`src/rtl/ctrl_pipe_hazard_pkg.sv`:
```
// rtl/ctrl_pipe_hazard_pkg.sv - control-word layout, forwarding encodings and shared types
// Bit indices follow the decoder's {RegDst,ALUSrc,ALUOp,Branch,MemRead,MemWrite,MemtoReg,RegWrite,Jal} word.
package ctrl_pipe_hazard_pkg;

  localparam int C_REGDST   = 9;
  localparam int C_ALUSRC   = 8;
  localparam int C_ALUOP_HI = 7;
  localparam int C_ALUOP_LO = 6;
  localparam int C_BRANCH   = 5;
  localparam int C_MEMREAD  = 4;
  localparam int C_MEMWRITE = 3;
  localparam int C_MEMTOREG = 2;
  localparam int C_REGWRITE = 1;
  localparam int C_JAL      = 0;

  localparam int LINK_REG = 31;

  typedef enum logic [1:0] {
    FWD_REGFILE = 2'b00,
    FWD_MEMWB   = 2'b01,
    FWD_EXMEM   = 2'b10
  } fwd_sel_e;

  typedef struct packed {
    logic memtoreg;
    logic regwrite;
    logic jal;
  } wb_ctrl_t;

  // The younger producer (EX/MEM) always shadows the older one.
  function automatic fwd_sel_e fwd_select(input logic exmem_hit, input logic memwb_hit);
    if (exmem_hit) begin
      return FWD_EXMEM;
    end
    if (memwb_hit) begin
      return FWD_MEMWB;
    end
    return FWD_REGFILE;
  endfunction

endpackage

```
`src/rtl/ctrl_pipe_hazard_if.sv`:
```
// rtl/ctrl_pipe_hazard_if.sv - decoder-side inputs and per-stage control outputs
interface ctrl_pipe_hazard_if #(
  parameter int REG_W  = 5,
  parameter int CTRL_W = 10
);
  logic [CTRL_W-1:0] id_control;
  logic              id_jump;
  logic [REG_W-1:0]  id_rs;
  logic [REG_W-1:0]  id_rt;
  logic [REG_W-1:0]  id_rd;
  logic              ex_zero;

  logic [1:0]        ex_regdst_alusrc;
  logic [1:0]        ex_aluop;
  logic [REG_W-1:0]  ex_wreg;
  logic [1:0]        fwd_a;
  logic [1:0]        fwd_b;
  logic              mem_memread;
  logic              mem_memwrite;
  logic              wb_memtoreg;
  logic              wb_regwrite;
  logic              wb_jal;
  logic [REG_W-1:0]  wb_wreg;
  logic              pc_write;
  logic              ifid_write;
  logic              ifid_flush;
  logic              pc_src_branch;

  modport master (
    output id_control, id_jump, id_rs, id_rt, id_rd, ex_zero,
    input  ex_regdst_alusrc, ex_aluop, ex_wreg, fwd_a, fwd_b,
           mem_memread, mem_memwrite, wb_memtoreg, wb_regwrite, wb_jal, wb_wreg,
           pc_write, ifid_write, ifid_flush, pc_src_branch
  );

  modport slave (
    input  id_control, id_jump, id_rs, id_rt, id_rd, ex_zero,
    output ex_regdst_alusrc, ex_aluop, ex_wreg, fwd_a, fwd_b,
           mem_memread, mem_memwrite, wb_memtoreg, wb_regwrite, wb_jal, wb_wreg,
           pc_write, ifid_write, ifid_flush, pc_src_branch
  );
endinterface

```
`src/rtl/ctrl_pipe_hazard_hazard_detect.sv`:
```
// rtl/ctrl_pipe_hazard_hazard_detect.sv - combinational load-use stall, flush and forwarding selects
module hazard_detect
  import ctrl_pipe_hazard_pkg::*;
#(
  parameter int REG_W = 5
) (
  input  logic             id_regdst,
  input  logic             id_alusrc,
  input  logic             id_branch,
  input  logic             id_memwrite,
  input  logic             id_jal,
  input  logic             id_jump,
  input  logic [REG_W-1:0] id_rs,
  input  logic [REG_W-1:0] id_rt,
  input  logic             ex_memread,
  input  logic [REG_W-1:0] ex_wreg,
  input  logic [REG_W-1:0] ex_rs,
  input  logic [REG_W-1:0] ex_rt,
  input  logic             mem_branch,
  input  logic             mem_zero,
  input  logic             mem_regwrite,
  input  logic [REG_W-1:0] mem_wreg,
  input  logic             wb_regwrite,
  input  logic [REG_W-1:0] wb_wreg,
  output logic             stall,
  output logic             branch_taken,
  output logic             pc_write,
  output logic             ifid_write,
  output logic             ifid_flush,
  output fwd_sel_e         fwd_a,
  output fwd_sel_e         fwd_b
);

  logic uses_rs;
  logic uses_rt;
  logic load_use;
  logic mem_valid;
  logic wb_valid;

  always_comb begin
    uses_rs = ~id_jump;
    // SW leaves RegDst as don't-care; MemWrite forces the rt dependency anyway.
    uses_rt = id_memwrite | id_branch | (id_regdst & ~id_alusrc & ~id_jal);

    load_use = ex_memread && (ex_wreg != '0) &&
               ((uses_rs && (ex_wreg == id_rs)) || (uses_rt && (ex_wreg == id_rt)));

    branch_taken = mem_branch & mem_zero;
    stall        = load_use & ~branch_taken;
    pc_write     = ~stall;
    ifid_write   = ~stall;
    ifid_flush   = branch_taken | (id_jump & ~stall);

    mem_valid = mem_regwrite && (mem_wreg != '0);
    wb_valid  = wb_regwrite && (wb_wreg != '0);
    fwd_a = fwd_select(mem_valid && (mem_wreg == ex_rs), wb_valid && (wb_wreg == ex_rs));
    fwd_b = fwd_select(mem_valid && (mem_wreg == ex_rt), wb_valid && (wb_wreg == ex_rt));
  end

endmodule

```
`src/rtl/ctrl_pipe_hazard.sv`:
```
// rtl/ctrl_pipe_hazard.sv - ID/EX, EX/MEM, MEM/WB control registers with hazard handling
module ctrl_pipe_hazard
  import ctrl_pipe_hazard_pkg::*;
#(
  parameter int REG_W  = 5,
  parameter int CTRL_W = 10
) (
  input  logic               clk,
  input  logic               rst,
  ctrl_pipe_hazard_if.slave  pif
);

  logic [CTRL_W-1:0] idex_ctrl_d, idex_ctrl_q;
  logic [REG_W-1:0]  idex_rs_d, idex_rs_q;
  logic [REG_W-1:0]  idex_rt_d, idex_rt_q;
  logic [REG_W-1:0]  idex_rd_d, idex_rd_q;

  logic              exmem_branch_d, exmem_branch_q;
  logic              exmem_memread_d, exmem_memread_q;
  logic              exmem_memwrite_d, exmem_memwrite_q;
  logic              exmem_zero_d, exmem_zero_q;
  wb_ctrl_t          exmem_wb_d, exmem_wb_q;
  logic [REG_W-1:0]  exmem_wreg_d, exmem_wreg_q;

  wb_ctrl_t          memwb_wb_d, memwb_wb_q;
  logic [REG_W-1:0]  memwb_wreg_d, memwb_wreg_q;

  logic [REG_W-1:0]  ex_wreg;
  logic              stall;
  logic              branch_taken;
  fwd_sel_e          fwd_a_sel;
  fwd_sel_e          fwd_b_sel;

  always_comb begin
    ex_wreg = idex_rt_q;
    if (idex_ctrl_q[C_JAL]) begin
      ex_wreg = REG_W'(LINK_REG);
    end else if (idex_ctrl_q[C_REGDST]) begin
      ex_wreg = idex_rd_q;
    end
  end

  hazard_detect #(.REG_W(REG_W)) u_hazard (
    .id_regdst    (pif.id_control[C_REGDST]),
    .id_alusrc    (pif.id_control[C_ALUSRC]),
    .id_branch    (pif.id_control[C_BRANCH]),
    .id_memwrite  (pif.id_control[C_MEMWRITE]),
    .id_jal       (pif.id_control[C_JAL]),
    .id_jump      (pif.id_jump),
    .id_rs        (pif.id_rs),
    .id_rt        (pif.id_rt),
    .ex_memread   (idex_ctrl_q[C_MEMREAD]),
    .ex_wreg      (ex_wreg),
    .ex_rs        (idex_rs_q),
    .ex_rt        (idex_rt_q),
    .mem_branch   (exmem_branch_q),
    .mem_zero     (exmem_zero_q),
    .mem_regwrite (exmem_wb_q.regwrite),
    .mem_wreg     (exmem_wreg_q),
    .wb_regwrite  (memwb_wb_q.regwrite),
    .wb_wreg      (memwb_wreg_q),
    .stall        (stall),
    .branch_taken (branch_taken),
    .pc_write     (pif.pc_write),
    .ifid_write   (pif.ifid_write),
    .ifid_flush   (pif.ifid_flush),
    .fwd_a        (fwd_a_sel),
    .fwd_b        (fwd_b_sel)
  );

  always_comb begin
    idex_ctrl_d = pif.id_control;
    idex_rs_d   = pif.id_rs;
    idex_rt_d   = pif.id_rt;
    idex_rd_d   = pif.id_rd;
    // A taken branch also discards a jump or stalled instruction sitting in ID.
    if (stall || branch_taken) begin
      idex_ctrl_d = '0;
      idex_rs_d   = '0;
      idex_rt_d   = '0;
      idex_rd_d   = '0;
    end

    exmem_branch_d   = idex_ctrl_q[C_BRANCH];
    exmem_memread_d  = idex_ctrl_q[C_MEMREAD];
    exmem_memwrite_d = idex_ctrl_q[C_MEMWRITE];
    exmem_zero_d     = pif.ex_zero;
    exmem_wb_d       = '{memtoreg: idex_ctrl_q[C_MEMTOREG],
                         regwrite: idex_ctrl_q[C_REGWRITE],
                         jal:      idex_ctrl_q[C_JAL]};
    exmem_wreg_d     = ex_wreg;
    if (branch_taken) begin
      exmem_branch_d   = 1'b0;
      exmem_memread_d  = 1'b0;
      exmem_memwrite_d = 1'b0;
      exmem_zero_d     = 1'b0;
      exmem_wb_d       = '0;
      exmem_wreg_d     = '0;
    end

    memwb_wb_d   = exmem_wb_q;
    memwb_wreg_d = exmem_wreg_q;
  end

  always_ff @(posedge clk) begin
    if (rst) begin
      idex_ctrl_q      <= '0;
      idex_rs_q        <= '0;
      idex_rt_q        <= '0;
      idex_rd_q        <= '0;
      exmem_branch_q   <= 1'b0;
      exmem_memread_q  <= 1'b0;
      exmem_memwrite_q <= 1'b0;
      exmem_zero_q     <= 1'b0;
      exmem_wb_q       <= '0;
      exmem_wreg_q     <= '0;
      memwb_wb_q       <= '0;
      memwb_wreg_q     <= '0;
    end else begin
      idex_ctrl_q      <= idex_ctrl_d;
      idex_rs_q        <= idex_rs_d;
      idex_rt_q        <= idex_rt_d;
      idex_rd_q        <= idex_rd_d;
      exmem_branch_q   <= exmem_branch_d;
      exmem_memread_q  <= exmem_memread_d;
      exmem_memwrite_q <= exmem_memwrite_d;
      exmem_zero_q     <= exmem_zero_d;
      exmem_wb_q       <= exmem_wb_d;
      exmem_wreg_q     <= exmem_wreg_d;
      memwb_wb_q       <= memwb_wb_d;
      memwb_wreg_q     <= memwb_wreg_d;
    end
  end

  assign pif.ex_regdst_alusrc = {idex_ctrl_q[C_REGDST], idex_ctrl_q[C_ALUSRC]};
  assign pif.ex_aluop         = idex_ctrl_q[C_ALUOP_HI:C_ALUOP_LO];
  assign pif.ex_wreg          = ex_wreg;
  assign pif.fwd_a            = fwd_a_sel;
  assign pif.fwd_b            = fwd_b_sel;
  assign pif.mem_memread      = exmem_memread_q;
  assign pif.mem_memwrite     = exmem_memwrite_q;
  assign pif.wb_memtoreg      = memwb_wb_q.memtoreg;
  assign pif.wb_regwrite      = memwb_wb_q.regwrite;
  assign pif.wb_jal           = memwb_wb_q.jal;
  assign pif.wb_wreg          = memwb_wreg_q;
  assign pif.pc_src_branch    = branch_taken;

endmodule

```
`src/flat_wrapper.sv`:
```
// flat-port wrapper written by rule: the top's interface ports become plain ports
module ctrl_pipe_hazard_flat import ctrl_pipe_hazard_pkg::*;
#(
  parameter int REG_W  = 5,
  parameter int CTRL_W = 10
)
  (clk, rst, pif_id_control, pif_id_jump, pif_id_rs, pif_id_rt, pif_id_rd, pif_ex_zero, pif_ex_regdst_alusrc, pif_ex_aluop, pif_ex_wreg, pif_fwd_a, pif_fwd_b, pif_mem_memread, pif_mem_memwrite, pif_wb_memtoreg, pif_wb_regwrite, pif_wb_jal, pif_wb_wreg, pif_pc_write, pif_ifid_write, pif_ifid_flush, pif_pc_src_branch);
  ctrl_pipe_hazard_if #(.REG_W(REG_W), .CTRL_W(CTRL_W)) pif_i ();
  input  logic clk;
  input  logic rst;
  input wire logic [$bits(pif_i.id_control)-1:0] pif_id_control;
  input wire logic [$bits(pif_i.id_jump)-1:0] pif_id_jump;
  input wire logic [$bits(pif_i.id_rs)-1:0] pif_id_rs;
  input wire logic [$bits(pif_i.id_rt)-1:0] pif_id_rt;
  input wire logic [$bits(pif_i.id_rd)-1:0] pif_id_rd;
  input wire logic [$bits(pif_i.ex_zero)-1:0] pif_ex_zero;
  output wire logic [$bits(pif_i.ex_regdst_alusrc)-1:0] pif_ex_regdst_alusrc;
  output wire logic [$bits(pif_i.ex_aluop)-1:0] pif_ex_aluop;
  output wire logic [$bits(pif_i.ex_wreg)-1:0] pif_ex_wreg;
  output wire logic [$bits(pif_i.fwd_a)-1:0] pif_fwd_a;
  output wire logic [$bits(pif_i.fwd_b)-1:0] pif_fwd_b;
  output wire logic [$bits(pif_i.mem_memread)-1:0] pif_mem_memread;
  output wire logic [$bits(pif_i.mem_memwrite)-1:0] pif_mem_memwrite;
  output wire logic [$bits(pif_i.wb_memtoreg)-1:0] pif_wb_memtoreg;
  output wire logic [$bits(pif_i.wb_regwrite)-1:0] pif_wb_regwrite;
  output wire logic [$bits(pif_i.wb_jal)-1:0] pif_wb_jal;
  output wire logic [$bits(pif_i.wb_wreg)-1:0] pif_wb_wreg;
  output wire logic [$bits(pif_i.pc_write)-1:0] pif_pc_write;
  output wire logic [$bits(pif_i.ifid_write)-1:0] pif_ifid_write;
  output wire logic [$bits(pif_i.ifid_flush)-1:0] pif_ifid_flush;
  output wire logic [$bits(pif_i.pc_src_branch)-1:0] pif_pc_src_branch;
  assign pif_i.id_control = pif_id_control;
  assign pif_i.id_jump = pif_id_jump;
  assign pif_i.id_rs = pif_id_rs;
  assign pif_i.id_rt = pif_id_rt;
  assign pif_i.id_rd = pif_id_rd;
  assign pif_i.ex_zero = pif_ex_zero;
  assign pif_ex_regdst_alusrc = pif_i.ex_regdst_alusrc;
  assign pif_ex_aluop = pif_i.ex_aluop;
  assign pif_ex_wreg = pif_i.ex_wreg;
  assign pif_fwd_a = pif_i.fwd_a;
  assign pif_fwd_b = pif_i.fwd_b;
  assign pif_mem_memread = pif_i.mem_memread;
  assign pif_mem_memwrite = pif_i.mem_memwrite;
  assign pif_wb_memtoreg = pif_i.wb_memtoreg;
  assign pif_wb_regwrite = pif_i.wb_regwrite;
  assign pif_wb_jal = pif_i.wb_jal;
  assign pif_wb_wreg = pif_i.wb_wreg;
  assign pif_pc_write = pif_i.pc_write;
  assign pif_ifid_write = pif_i.ifid_write;
  assign pif_ifid_flush = pif_i.ifid_flush;
  assign pif_pc_src_branch = pif_i.pc_src_branch;
  ctrl_pipe_hazard #(.REG_W(REG_W), .CTRL_W(CTRL_W)) u_core (.clk(clk), .rst(rst), .pif(pif_i));
endmodule
```
`config.mk`:
```
export PLATFORM = sky130hd
export DESIGN_NAME = ctrl_pipe_hazard_flat
export DESIGN_NICKNAME = d
export VERILOG_FILES = /design/src/rtl/ctrl_pipe_hazard_pkg.sv /design/src/rtl/ctrl_pipe_hazard_if.sv /design/src/rtl/ctrl_pipe_hazard_hazard_detect.sv /design/src/rtl/ctrl_pipe_hazard.sv /design/src/flat_wrapper.sv
export SDC_FILE = /design/constraint.sdc
export NUM_CORES = 1
export LEC_CHECK = 0
export BUFFER_PORTS_ARGS = -buffer_cell sky130_fd_sc_hd__buf_2
export CELL_PAD_IN_SITES_DETAIL_PLACEMENT = 1
export CELL_PAD_IN_SITES_GLOBAL_PLACEMENT = 2
export CORE_MARGIN = 4
export CORE_UTILIZATION = 33
export CTS_CLUSTER_DIAMETER = 40
export CTS_CLUSTER_SIZE = 25
export DETAILED_ROUTE_END_ITERATION = 8
export PLACE_DENSITY_LB_ADDON = 0.12
export SKIP_CTS_REPAIR_TIMING = 1
export SYNTH_ARGS = -nofsm -noshare
export SYNTH_HDL_FRONTEND = slang
export SYNTH_SLANG_ARGS = --single-unit
```
`constraint.sdc`:
```
create_clock -name clk -period 4.1 [get_ports clk]
set_input_delay 0.205 -clock clk [delete_from_list [all_inputs] [get_ports clk]]
set_output_delay 0.205 -clock clk [all_outputs]
set_load 0.02 [all_outputs]
```
==> reports/qor.csv <==
metric,value,unit
crit_slowest_cell,dfxtp_1,
async_flop_share,0,
fin_nets,291,
synth-edff-count,0,
avgSynthCellArea,9.56,um2
slew-limit-headroom,0.249,
synth-seq-area-share,0.440,
met3_length,270,um
vdd_drop_max,0.143,mV
cp_top_family,compound AO/OA/AOI/OAI gates,
initial_core_util,0.343,
grt_pass1_vias,1674,
wirelength,5270,um
ios,56,
grt_pass1_wl,8450,um
cp_cell_sequence,clkinv_1 -> a32o_1 -> a211o_1 -> nor4_4 -> o21ai_0 -> buf_2,
setup_violations,0,
antenna_cells,0,
clkPwrFrac,0.356,
fmax,332,MHz
avgRoutedWirePerCell,15.6,um
post_drt_via_cell_ratio,4.79,
tns,0,ns
drc,0,
hold_violations,0,
crit_fanout,18,
power_density,403,mW/mm2
insertion_delay,0.30,ns
path_class,flop to primary output,
antenna_found_initial,0,
die_width,86.7,um
finClkSkew,0.00547,ns
top_layer_used,met4,
htree_levels,2,
yosys_warnings,0,
fp.dieH,86.7,um
start_kind,flop,
gp_congestion,0.875,
drt_first_pass_iters,4,
p_comb_frac,0.151,
root_buffer,clkbuf_8,
synth_ff_type,dfxtp_1,
vias,1620,
io_buffers,55,
period_needed,3.01,ns
crit_buf_inv,2,
synthCells,214,
netlist_area,0.00205,mm2
status,completed,
drtIter0Drc,43,
gr-usage-all-layers,0.146,
cp-end-kind,primary output,
met1_length,2480,um
synth_cell_type_count,43,
cts.sink_count,45,
syn2layout_area_growth,19.4,%
worst-slew-pin-transition,1.12,ns
hp-class,input port to flop,
p_int,724,uW
final_util,0.410,
dpl.hpwl,4150,um
p_sw,262,uW
grt_overflow,0,
reg2reg_from,u_core.idex_ctrl_q[0]$_SDFF_PP0_,
die_area,0.00752,mm2
grt_max_degree,31,
leakage,1.15,nW
drive_gt1_frac,0.323,
cap_violations,0,
crit_arrival,2.81,ns
swShare,0.265,
drtAntennaViolNets,0,
critPathLaunch,u_core.idex_ctrl_q[0]$_SDFF_PP0_,
ys_ff_latch,45,
drv_slew,0,
cp_slowest_stage_delay,0.49,ns
clk_pin_slew,0.08,ns
cts_buffer_depth,2,
cts_made_buffers,5,
syn_nets,243,
rsz0062_at_grt,false,
core,0.00596,mm2
cts_tree,built,
rows,28,
met2_length,2390,um
cp_data_required_time,3.89,ns
hp-start,pif_ex_zero,
fin_crit_sh,0.734,
p_seq_frac,0.493,
cell families after synthesis:
| family | synth area share |
|---|---|
| AND/OR/NAND/NOR | 0.290 |
| flip-flops | 0.440 |
| buffers and inverters | 0.0642 |
| AO/OA/AOI/OAI | 0.0752 |
| XOR/XNOR | 0.0899 |
| multiplexers | 0.0404 |
Yosys cell counts, types with 2 or more instances:
library cell   n  area [um2]
dfxtp_1       45         901
nor2_1         4        15.0
nor3_1        17        85.1
nor3_2        10         100
buf_4          6        45.0
buf_6          3        33.8
clkbuf_1       4        15.0
mux2i_1        2        20.0
xor2_1        14         123
nand4b_1       2        17.5
nand2_1       28         105
nor4_1         5        31.3
nand3_1        6        30.0
nor4_4         2        42.5
xnor2_1        7        61.3
o21ai_0        4        20.0
a21oi_1        6        30.0
buf_2          3        15.0
or4_1          4        30.0
nor3b_1        2        15.0
nor2b_1        9        56.3
inv_1          5        18.8
and2_1         6        37.5
stage by stage:
stage	setup slack (ns)	hold slack [ns]	std cells	power, mW	instance area [um2]
2_1_floorplan	1.53	0.323	214	0.598	2050
3_3_place_gp	1.42	0.414	330	0.647	2320
3_5_place_dp	1.41	0.412	330	0.648	2320
4_1_cts	1.06	0.0947	338	1.00	2440
5_1_grt	0.805	0.103	338	1.03	2440
6_report	1.09	0.102	338	0.985	2440
registers in the layout, summed over array words and instances, names as in the netlist:
| signal | count |
|---|---|
| u_core.idex_rt_q | 5 |
| u_core.pif.mem_memread | 1 |
| u_core.exmem_branch_q | 1 |
| u_core.idex_rs_q | 5 |
| u_core.pif.wb_regwrite | 1 |
| u_core.idex_ctrl_q | 10 |
| u_core.pif.wb_jal | 1 |
| u_core.pif.wb_wreg | 5 |
| u_core.exmem_wreg_q | 5 |
| u_core.exmem_wb_q | 3 |
| u_core.pif.mem_memwrite | 1 |
| u_core.pif.wb_memtoreg | 1 |
| u_core.idex_rd_q | 5 |
| u_core.exmem_zero_q | 1 |
path summary, 6_finish.rpt:
| path | end | slack [ns] | cells after the start |
|---|---|---|---|
| max | pif_pc_write | 1.09 | 6 |
| min | u_core.exmem_zero_q$_SDFF_PP0_ | 0.10 | 2 |
| min reg2reg | u_core.pif.mem_memwrite$_SDFF_PP0_ | 0.43 | 1 |
| max reg2reg | u_core.idex_ctrl_q[5]$_SDFF_PP0_ | 1.42 | 6 |
cell usage in the layout, fill, tap and decap left out, types with 6 or more instances in the layout:
cell       n
nand3_1    6
nand2_1   28
and2_1     6
xor2_1    14
nor3_1    17
clkbuf_8   6
xnor2_1    7
nor3_2    10
a21oi_1    6
buf_2     55
nor2b_1    9
dfxtp_1   45
power groups by stage:
| stage | logic [mW] | registers [mW] | clock network, mW |
|---|---|---|---|
| floorplan | 0.106 | 0.492 | 0 |
| global placement | 0.151 | 0.496 | 0 |
| detailed placement | 0.151 | 0.497 | 0 |
| CTS | 0.152 | 0.486 | 0.362 |
| global route | 0.166 | 0.490 | 0.379 |
| finish | 0.149 | 0.486 | 0.350 |
routing by layer:
metal | vias up | GRT usage
met5 | - | 0
met4 | 0 | 0.0538
met3 | 11 | 0.0352
met2 | 42 | 0.238
met1 | 747 | 0.188
li1 | 820 | -
final cells by class:
| class | instances | area, um2 |
|---|---|---|
| inverters | 6 | 22.5 |
| fillers | 734 | 3510 |
| clock inverters | 2 | 37.5 |
| multi-input cells | 147 | 1020 |
| repair buffers | 57 | 290 |
| clock buffers | 6 | 82.6 |
| flip-flops and latches | 45 | 901 |
| well taps | 75 | 93.8 |
No activity file was read; power rests on OpenSTA's default activity.
